[config.mk]
export PLATFORM = sky130hd
export DESIGN_NAME = activation_lut_scheduler_flat
export DESIGN_NICKNAME = d
export VERILOG_FILES = /design/src/rtl/activation_lut_scheduler_if.sv /design/src/rtl/activation_lut_scheduler.sv /design/src/flat_wrapper.sv
export SDC_FILE = /design/constraint.sdc
export NUM_CORES = 1
export LEC_CHECK = 0
export CORE_MARGIN = 3
export CORE_UTILIZATION = 60
export DETAILED_ROUTE_END_ITERATION = 7
export PLACE_DENSITY = 0.85
export SYNTH_ARGS = -nofsm -noshare
export SYNTH_HDL_FRONTEND = slang
export SYNTH_SLANG_ARGS = --single-unit
[constraint.sdc]
create_clock -name clk -period 8.3 [get_ports clk]
set_clock_uncertainty 0.05 [all_clocks]
set_input_delay 1.66 -clock clk [delete_from_list [all_inputs] [get_ports clk]]
set_output_delay 1.66 -clock clk [all_outputs]
set_load 0.02 [all_outputs]
[src/rtl/activation_lut_scheduler_if.sv]
// Shared-LUT activation port bundle: requester side (master) and scheduler side (slave).
// The LUT read data travels with the bundle because the LUT lives outside the scheduler.
interface activation_lut_scheduler_if #(
    parameter int N_REQ  = 2,
    parameter int ADDR_W = 4,
    parameter int FRAC_W = 4,
    parameter int DATA_W = 8
);
    logic [N_REQ-1:0]                 req;
    logic [N_REQ*(ADDR_W+FRAC_W)-1:0] x_in;
    logic [ADDR_W-1:0]                lut_address;
    logic signed [DATA_W-1:0]         lut_base;
    logic signed [DATA_W-1:0]         lut_next;
    logic [N_REQ-1:0]                 ack;
    logic signed [DATA_W-1:0]         y;
    logic                             busy;

    modport master (
        output req, x_in, lut_base, lut_next,
        input  lut_address, ack, y, busy
    );

    modport slave (
        input  req, x_in, lut_base, lut_next,
        output lut_address, ack, y, busy
    );
endinterface

[src/rtl/activation_lut_scheduler.sv]
// Round-robin arbiter time-sharing one activation LUT between N_REQ requesters,
// with linear interpolation between neighbouring entries and signed saturation.
module activation_lut_scheduler #(
    parameter int N_REQ  = 2,
    parameter int ADDR_W = 4,
    parameter int FRAC_W = 4,
    parameter int DATA_W = 8
) (
    input logic                        clk,
    input logic                        rst,
    activation_lut_scheduler_if.slave  bus
);
    localparam int XW    = ADDR_W + FRAC_W;
    localparam int IDX_W = (N_REQ > 1) ? $clog2(N_REQ) : 1;
    localparam int DW1   = DATA_W + 1;
    localparam int PW    = DATA_W + FRAC_W + 2;
    localparam logic signed [PW-1:0] SAT_MAX = PW'(2 ** (DATA_W - 1) - 1);
    localparam logic signed [PW-1:0] SAT_MIN = -SAT_MAX - PW'(1);

    typedef enum logic [1:0] {IDLE, ADDR, CALC, DONE} state_t;

    state_t                   state;
    logic [IDX_W-1:0]         grant_idx;
    logic [IDX_W-1:0]         rr_start;
    logic [XW-1:0]            x_reg;
    logic [ADDR_W-1:0]        lut_address_r;
    logic [N_REQ-1:0]         ack_r;
    logic signed [DATA_W-1:0] y_r;
    logic                     busy_r;

    logic                     found;
    logic [IDX_W-1:0]         pick;
    logic [XW-1:0]            x_pick;

    logic signed [DW1-1:0]    diff;
    logic signed [PW-1:0]     diff_x, frac_x, base_x, prod, shifted, sum;
    logic signed [DATA_W-1:0] y_next;

    // NOTE: every variable assigned in always_comb gets a default first, so no path can infer a latch.
    always_comb begin
        found = 1'b0;
        pick  = '0;
        for (int k = 0; k < N_REQ; k++) begin
            if (!found && bus.req[(int'(rr_start) + k) % N_REQ]) begin
                found = 1'b1;
                pick  = IDX_W'((int'(rr_start) + k) % N_REQ);
            end
        end
    end

    assign x_pick = bus.x_in[int'(pick)*XW +: XW];

    // lut_next is used as supplied, so the external LUT's wrap rule at the top address holds.
    always_comb begin
        diff    = $signed({bus.lut_next[DATA_W-1], bus.lut_next}) -
                  $signed({bus.lut_base[DATA_W-1], bus.lut_base});
        diff_x  = $signed({{(PW-DW1){diff[DW1-1]}}, diff});
        frac_x  = $signed({{(PW-FRAC_W){1'b0}}, x_reg[FRAC_W-1:0]});
        base_x  = $signed({{(PW-DATA_W){bus.lut_base[DATA_W-1]}}, bus.lut_base});
        prod    = diff_x * frac_x;
        shifted = prod >>> FRAC_W;
        sum     = base_x + shifted;
        if (sum > SAT_MAX)      y_next = SAT_MAX[DATA_W-1:0];
        else if (sum < SAT_MIN) y_next = SAT_MIN[DATA_W-1:0];
        else                    y_next = sum[DATA_W-1:0];
    end

    // NOTE: sequential state uses non-blocking assignments so every register samples pre-edge values.
    always_ff @(posedge clk or negedge rst) begin
        if (!rst) begin
            state         <= IDLE;
            grant_idx     <= '0;
            rr_start      <= '0;
            x_reg         <= '0;
            lut_address_r <= '0;
            ack_r         <= '0;
            y_r           <= '0;
            busy_r        <= 1'b0;
        end else begin
            case (state)
                IDLE: begin
                    if (found) begin
                        grant_idx     <= pick;
                        x_reg         <= x_pick;
                        lut_address_r <= x_pick[XW-1 -: ADDR_W];
                        busy_r        <= 1'b1;
                        state         <= ADDR;
                    end
                end
                ADDR: state <= CALC;
                CALC: begin
                    y_r           <= y_next;
                    ack_r         <= N_REQ'(1) << grant_idx;
                    lut_address_r <= '0;
                    state         <= DONE;
                end
                DONE: begin
                    ack_r    <= '0;
                    busy_r   <= 1'b0;
                    // Next search begins just past the requester served now.
                    rr_start <= (grant_idx == IDX_W'(N_REQ - 1)) ? '0 : grant_idx + IDX_W'(1);
                    state    <= IDLE;
                end
                default: state <= IDLE;
            endcase
        end
    end

    assign bus.lut_address = lut_address_r;
    assign bus.ack         = ack_r;
    assign bus.y           = y_r;
    assign bus.busy        = busy_r;
endmodule

[src/flat_wrapper.sv]
// flat-port wrapper written by rule: the top's interface ports become plain ports
module activation_lut_scheduler_flat 
#(
    parameter int N_REQ  = 2,
    parameter int ADDR_W = 4,
    parameter int FRAC_W = 4,
    parameter int DATA_W = 8
)
  (clk, rst, bus_req, bus_x_in, bus_lut_base, bus_lut_next, bus_lut_address, bus_ack, bus_y, bus_busy);
  activation_lut_scheduler_if #(.N_REQ(N_REQ), .ADDR_W(ADDR_W), .FRAC_W(FRAC_W), .DATA_W(DATA_W)) bus_i ();
  input logic clk;
  input logic rst;
  input wire logic [$bits(bus_i.req)-1:0] bus_req;
  input wire logic [$bits(bus_i.x_in)-1:0] bus_x_in;
  input wire logic [$bits(bus_i.lut_base)-1:0] bus_lut_base;
  input wire logic [$bits(bus_i.lut_next)-1:0] bus_lut_next;
  output wire logic [$bits(bus_i.lut_address)-1:0] bus_lut_address;
  output wire logic [$bits(bus_i.ack)-1:0] bus_ack;
  output wire logic [$bits(bus_i.y)-1:0] bus_y;
  output wire logic [$bits(bus_i.busy)-1:0] bus_busy;
  assign bus_i.req = bus_req;
  assign bus_i.x_in = bus_x_in;
  assign bus_i.lut_base = bus_lut_base;
  assign bus_i.lut_next = bus_lut_next;
  assign bus_lut_address = bus_i.lut_address;
  assign bus_ack = bus_i.ack;
  assign bus_y = bus_i.y;
  assign bus_busy = bus_i.busy;
  activation_lut_scheduler #(.N_REQ(N_REQ), .ADDR_W(ADDR_W), .FRAC_W(FRAC_W), .DATA_W(DATA_W)) u_core (.clk(clk), .rst(rst), .bus(bus_i));
endmodule
Word level (Yosys, flattened, before mapping)
Index checks and enable logic that the tools add are counted.
{ "totals": {"reg_bits": 23, "latch_bits": 0, "mem_bits_rw": 0, "mem_bits_ro": 0, "inputBits": 36, "wordCells": 52, "memories": 0} }
{ "classes": {"addsub": 4, "n_mul": 1, "n_div": 0, "n_lt_le_gt_ge": 4, "eq_ne": 4, "shift": 2, "muxes": 19, "n_bitwise": 1, "reduce_logical": 9} }
{ "ops": {"columns": ["op", "n"], "rows": [
  ["8-bit two-way mux", 2],
  ["16-bit by 5-bit indexed part select with 8-bit output", 1],
  ["14-bit by 8-bit greater-than comparator with 1-bit output, second input constant", 1],
  ["14-bit by 8-bit less-than comparator with 1-bit output, second input constant", 1],
  ["9-bit by 5-bit multiplier with 14-bit output", 1],
  ["8-bit by 10-bit adder with 11-bit output", 1],
  ["1-bit two-way mux", 11],
  ["8-bit by 8-bit subtractor with 9-bit output", 1],
  ["2-bit case mux with 4 select lines", 1],
  ["4-bit case mux with 2 select lines", 1],
  ["2-bit AND reduction", 3],
  ["2-bit nonzero test", 3],
  ["2-bit == test, second input constant", 2],
  ["4-bit two-way mux", 1],
  ["2-bit case mux with 2 select lines", 1],
  ["2-bit by 3-bit less-than comparator with 1-bit output, second input constant", 1],
  ["1-bit adder, second input constant", 2],
  ["2-bit by 1-bit == test with 1-bit output, second input constant", 1],
  ["2-bit logical NOT", 1],
  ["1-bit by 2-bit less-than comparator with 1-bit output, second input constant", 1],
  ["2-bit two-way mux", 1],
  ["2-bit by 1-bit != test with 1-bit output, second input constant", 1],
  ["1-bit case mux with 2 select lines", 1],
  ["1-bit by 1-bit left shift with 2-bit output, first input constant", 1],
  ["other kinds (3)", 3]
]} }

Longest topological paths before layout
{ "logic_depth": {"ltp_word": 10, "mapped_depth": 27, "mapped_depth_nobuf": 27} }

Worst setup path after synthesis
OpenSTA, ideal clock, no wires.
{ "synth_timing": {"kind": "in2reg", "start": "in bus_lut_base[1]", "end": "reg u_core.y_r[6], in the netlist u_core.bus.y[6]", "setup_ns": 0.134, "t_arrival_ns": 7.066, "setup_slack_ns": 1.050, "stages": 26, "path_buffers": 0, "path_cell_list": "inv_1 ha_1 nor2b_1 o21ai_1 a21boi_0 o21ai_1 nor3b_1 nor3b_1 ha_1 fa_1 inv_1 fa_1 inv_1 ha_1 a21oi_1 nand2_1 a221oi_1 nand3_1 a31oi_1 xnor2_1 ha_1 or3_1 a21boi_1 mux2i_4 o41ai_1 a21oi_1"} }
{ "synth_via": {"elab_chain_len": 6, "elab_cells_between_ends": 7, "cone_classes": "add/sub (2); mul (1); order compare (2); mux (2)"} }
{ "synth_rtl": {"columns": ["element", "line", "rtl"], "rows": [
  ["start, declared", "flat_wrapper.sv:15", "input wire logic [$bits(bus_i.lut_base)-1:0] bus_lut_base;"],
  ["8-bit by 8-bit subtractor with 9-bit output", "activation_lut_scheduler.sv:55", "diff = $signed({bus.lut_next[DATA_W-1], bus.lut_next}) -"],
  ["9-bit by 5-bit multiplier with 14-bit output", "activation_lut_scheduler.sv:60", "prod = diff_x * frac_x;"],
  ["8-bit by 10-bit adder with 11-bit output *", "activation_lut_scheduler.sv:62", "sum = base_x + shifted;"],
  ["14-bit by 8-bit less-than comparator with 1-bit output", "activation_lut_scheduler.sv:64", "else if (sum < SAT_MIN) y_next = SAT_MIN[DATA_W-1:0];"],
  ["8-bit two-way mux", "activation_lut_scheduler.sv:64", null],
  ["8-bit two-way mux *", "activation_lut_scheduler.sv:63", "if (sum > SAT_MAX) y_next = SAT_MAX[DATA_W-1:0];"],
  ["end signal, assigned", "activation_lut_scheduler.sv:92", "y_r <= y_next;"],
  ["end, declared", "activation_lut_scheduler.sv:28", "logic signed [DATA_W-1:0] y_r;"]
]} }
Mark *: on every way between the ends. The rest lies on a longest branch, timed or not.
A chain may end at the register's enable or synchronous reset.

Worst setup path in the final report
{ "layout_timing": {"start": "in bus_lut_next[0]", "end": "reg u_core.y_r[6], in the netlist u_core.bus.y[6]"} }
{ "layout_via": {"elab_chain_len": 6, "elab_cells_between_ends": 7, "cone_classes": "add/sub (2); mul (1); order compare (2); mux (2)"} }
{ "layout_rtl": {"columns": ["element", "line", "rtl"], "rows": [
  ["start, declared", "flat_wrapper.sv:16", "input wire logic [$bits(bus_i.lut_next)-1:0] bus_lut_next;"],
  ["8-bit by 8-bit subtractor with 9-bit output *", "activation_lut_scheduler.sv:55", null],
  ["9-bit by 5-bit multiplier with 14-bit output *", "activation_lut_scheduler.sv:60", null],
  ["8-bit by 10-bit adder with 11-bit output *", "activation_lut_scheduler.sv:62", null],
  ["14-bit by 8-bit less-than comparator with 1-bit output", "activation_lut_scheduler.sv:64", null],
  ["8-bit two-way mux", "activation_lut_scheduler.sv:64", null],
  ["8-bit two-way mux *", "activation_lut_scheduler.sv:63", null]
]} }
Marks and branches as above.

==> flow_metrics.py <==
metrics = {
    "global_routing": {
        "grt_pass1_vias": 2884,
        "grt_remaining_overflow": 0,
        "global_route_wire_length_before_repair_mm": 12.3,
        "pin_count_of_the_biggest_net_entering_global_routing": 24,
        "grt_util_all_layers": 0.237,
        "antenna_found_initial": 0,
    },
    "worst_setup_path": {
        "crit_required_ps": 8400,
        "cp-start-kind": "primary input",
        "critPathKind": "in2reg",
        "worst_path_most_repeated_cell": "sky130_fd_sc_hd__ha_1",
        "worst_path_largest_cell_delay_ps": 510,
        "critical_path_arrival_ps": 7930,
        "critical-path-top-delay-family": "adder cells",
        "critical-path-slowest-cell": "sky130_fd_sc_hd__fa_1",
        "cp_max_fo": 7,
        "endpoint_kind": "flop",
        "worstPathBufferInverterCount": 4,
    },
    "yosys": {
        "synth_fp_nets": 485,
        "synth_ff_type": "sky130_fd_sc_hd__dfrtp_1",
        "synth.yosys.seq_area_share": 0.174,
        "netlist_area_mm2": 0.00332,
        "yosysWarnings": 0,
        "synth-edff-count": 0,
        "number_of_synthesized_register_bits": 23,
        "synthCells": 383,
        "ys_types": 54,
        "synth-async-reset-ratio": 1.00,
        "avgSynthCellArea_um2": 8.66,
    },
    "detailed_routing": {
        "drc": 0,
        "wirelength_mm": 7.02,
        "post_drt_wl_per_cell_um": 13.9,
        "via_count": 2835,
        "antenna_violating_nets_post_route": 0,
        "first_iter_violations": 179,
        "dr.pass1.iters": 6,
        "avgViaCountPerCell": 5.63,
    },
    "clock_network": {
        "clk_path_buf_depth": 2,
        "post-cts-setup-buffer-count": 0,
        "worst_skew_late_latency_ps": 270,
        "cts_tree": "done",
        "postCtsResizedCells": 0,
        "root_buffer": "sky130_fd_sc_hd__clkbuf_8",
        "cts-buffers-inserted": 3,
        "clkSlewWorstSetupHoldPaths_ps": 90,
        "cts_hold_repair.buffers": 0,
        "clock_sinks": 23,
        "htreeDepth": 1,
    },
    "layout": {
        "antennaDiodeCount": 0,
        "max_ffs_per_register": 8,
        "drive_gt1_frac": 0.0507,
        "design.final.nets": 537,
        "area_growth_syn_to_layout_pct": 19.5,
        "post-route-cell-area_mm2": 0.00396,
    },
    "sta": {
        "finalSetupViolCount": 0,
        "totalNegativeSetupSlack_ps": 0,
        "worst_slew_margin_rel": 0.297,
        "worstMarginPinSlew_ps": 1050,
        "rsz0062_at_grt": "no",
        "finalHoldViolCount": 0,
        "timing.final.crit_period_ps": 7830,
        "min_period_over_period": 0.944,
        "maxSlewViolCount": 0,
        "maximum_clock_rate_mhz": 128,
    },
    "place": {
        "postPlaceCellArea_mm2": 0.00390,
        "dp.final_hpwl_mm": 5.87,
        "gp_congestion": 0.872,
        "buffer_ports.inserted": 50,
    },
    "status": {
        "status": "finished, final reports clean",
    },
    "floorplanning": {
        "ios": 51,
        "die_area_mm2": 0.00645,
        "die_h_um": 80.3,
        "initial_core_util": 0.633,
        "floorplan.core_area_mm2": 0.00524,
        "fp-row-count": 26,
        "floorplan.die.width_um": 80.3,
    },
    "min_path": {
        "class_of_the_tightest_hold_or_removal_check": "reg2reg",
    },
    "job": {
        "maxCapViolations": 0,
    },
}
cell type report:
type / instances / area, um^2
Tap cell: 70 / 87.6
Clock inverter: 1 / 7.51
Sequential cell: 23 / 576
Inverter: 51 / 191
Multi-Input combinational cell: 303 / 2540
Fill cell: 383 / 1270
Clock buffer: 3 / 41.3
Timing Repair Buffer: 53 / 523
path summary, 6_finish.rpt:
path | cells after the start | from | end | slack [ps]
max in group asynchronous | 1 | rst | u_core.state[0]$_DFFE_PN0P_ | 5660
setup reg to reg | 19 | u_core.x_reg[2]$_DFFE_PN0P_ | u_core.bus.y[6]$_DFFE_PN0P_ | 2820
setup / recovery | 26 | bus_lut_next[0] | u_core.bus.y[6]$_DFFE_PN0P_ | 470
min in group asynchronous | 1 | rst | u_core.bus.y[0]$_DFFE_PN0P_ | 1900
hold / removal | 2 | u_core.bus.lut_address[0]$_DFFE_PN0P_ | u_core.bus.lut_address[0]$_DFFE_PN0P_ | 450
hold reg to reg | 2 | u_core.bus.lut_address[0]$_DFFE_PN0P_ | u_core.bus.lut_address[0]$_DFFE_PN0P_ | 450
cells in the final DEF (no fill, tap or decap), types with 4 or more instances in the layout:
master and instances:
sky130_fd_sc_hd__nand3_1 6, sky130_fd_sc_hd__nor2b_1 9, sky130_fd_sc_hd__a21oi_1 10, sky130_fd_sc_hd__a31oi_1 6
sky130_fd_sc_hd__xnor2_1 16, sky130_fd_sc_hd__a21boi_0 4, sky130_fd_sc_hd__nor2_1 22, sky130_fd_sc_hd__dfrtp_1 23
sky130_fd_sc_hd__nor3_1 10, sky130_fd_sc_hd__o21ai_0 19, sky130_fd_sc_hd__o21ai_1 5, sky130_fd_sc_hd__a21o_1 4
sky130_fd_sc_hd__nand2_1 39, sky130_fd_sc_hd__inv_1 50, sky130_fd_sc_hd__mux2i_1 12, sky130_fd_sc_hd__o21a_1 4
sky130_fd_sc_hd__ha_1 46, sky130_fd_sc_hd__nor3b_1 4, sky130_fd_sc_hd__clkdlybuf4s50_1 50, sky130_fd_sc_hd__a211o_1 4
sky130_fd_sc_hd__fa_1 20, sky130_fd_sc_hd__and2_1 17
cell families after synthesis:
| kind of cell | share of synthesized area |
|---|---|
| fa+ha+maj | 0.294 |
| compound gates | 0.165 |
| mux | 0.0566 |
| simple gates | 0.190 |
| xor+xnor | 0.0558 |
| flops | 0.174 |
| buf+inv | 0.0645 |
worst reg2reg max path, cell delays in order (launching register included):
cell	delay, ps
sky130_fd_sc_hd__dfrtp_1	610
sky130_fd_sc_hd__nor3b_1	300
sky130_fd_sc_hd__ha_1	290
sky130_fd_sc_hd__fa_1	530
sky130_fd_sc_hd__inv_1	50
sky130_fd_sc_hd__fa_1	530
sky130_fd_sc_hd__inv_1	40
sky130_fd_sc_hd__ha_1	350
sky130_fd_sc_hd__a21oi_1	160
sky130_fd_sc_hd__nand2_1	80
sky130_fd_sc_hd__a221oi_1	330
sky130_fd_sc_hd__nand3_1	160
sky130_fd_sc_hd__a31oi_1	220
sky130_fd_sc_hd__xnor2_1	140
sky130_fd_sc_hd__ha_1	290
sky130_fd_sc_hd__or3_1	380
sky130_fd_sc_hd__a21boi_1	220
sky130_fd_sc_hd__mux2i_4	160
sky130_fd_sc_hd__o41ai_1	330
sky130_fd_sc_hd__a21oi_1	110
layer usage:
metal  vias to the layer above  global-route usage  wire length (um)  share of wire
met5                         -                   0                 0              0
met4                         0              0.0439                91          0.013
met3                         8              0.0348               312          0.044
met2                        61               0.425              3480           0.50
met1                      1354               0.305              3130           0.45
li1                       1412                   -                 -              -
synth_stat cells (all sizes together), types with 6 or more instances:
| master | n | area [um^2] |
|---|---|---|
| a31oi | 6 | 37.5 |
| clkbuf | 6 | 22.5 |
| xnor2 | 16 | 140 |
| mux2i | 14 | 165 |
| dfrtp | 23 | 576 |
| a21oi | 11 | 58.8 |
| and2 | 17 | 106 |
| o21ai | 25 | 129 |
| fa | 20 | 400 |
| nand2 | 39 | 146 |
| nor2 | 22 | 82.6 |
| nor3 | 10 | 50.1 |
| inv | 51 | 191 |
| nor2b | 9 | 56.3 |
| nand3 | 7 | 40.0 |
| ha | 46 | 576 |
stage by stage:
stage | hold WS [ps] | utilization | setup slack [ps] | cells
final | 453 | 0.757 | 467 | 504
after global placement | 412 | 0.745 | 297 | 500
after floorplan | 415 | - | 1050 | 383
after global routing | 491 | 0.757 | 26.7 | 504
after detailed placement | 426 | 0.745 | 84.8 | 500
after CTS | 452 | 0.755 | 386 | 504
Power is left out: the tool's default activity adds up to more than one toggle a clock period on the data nets, which glitch-free logic cannot reach.
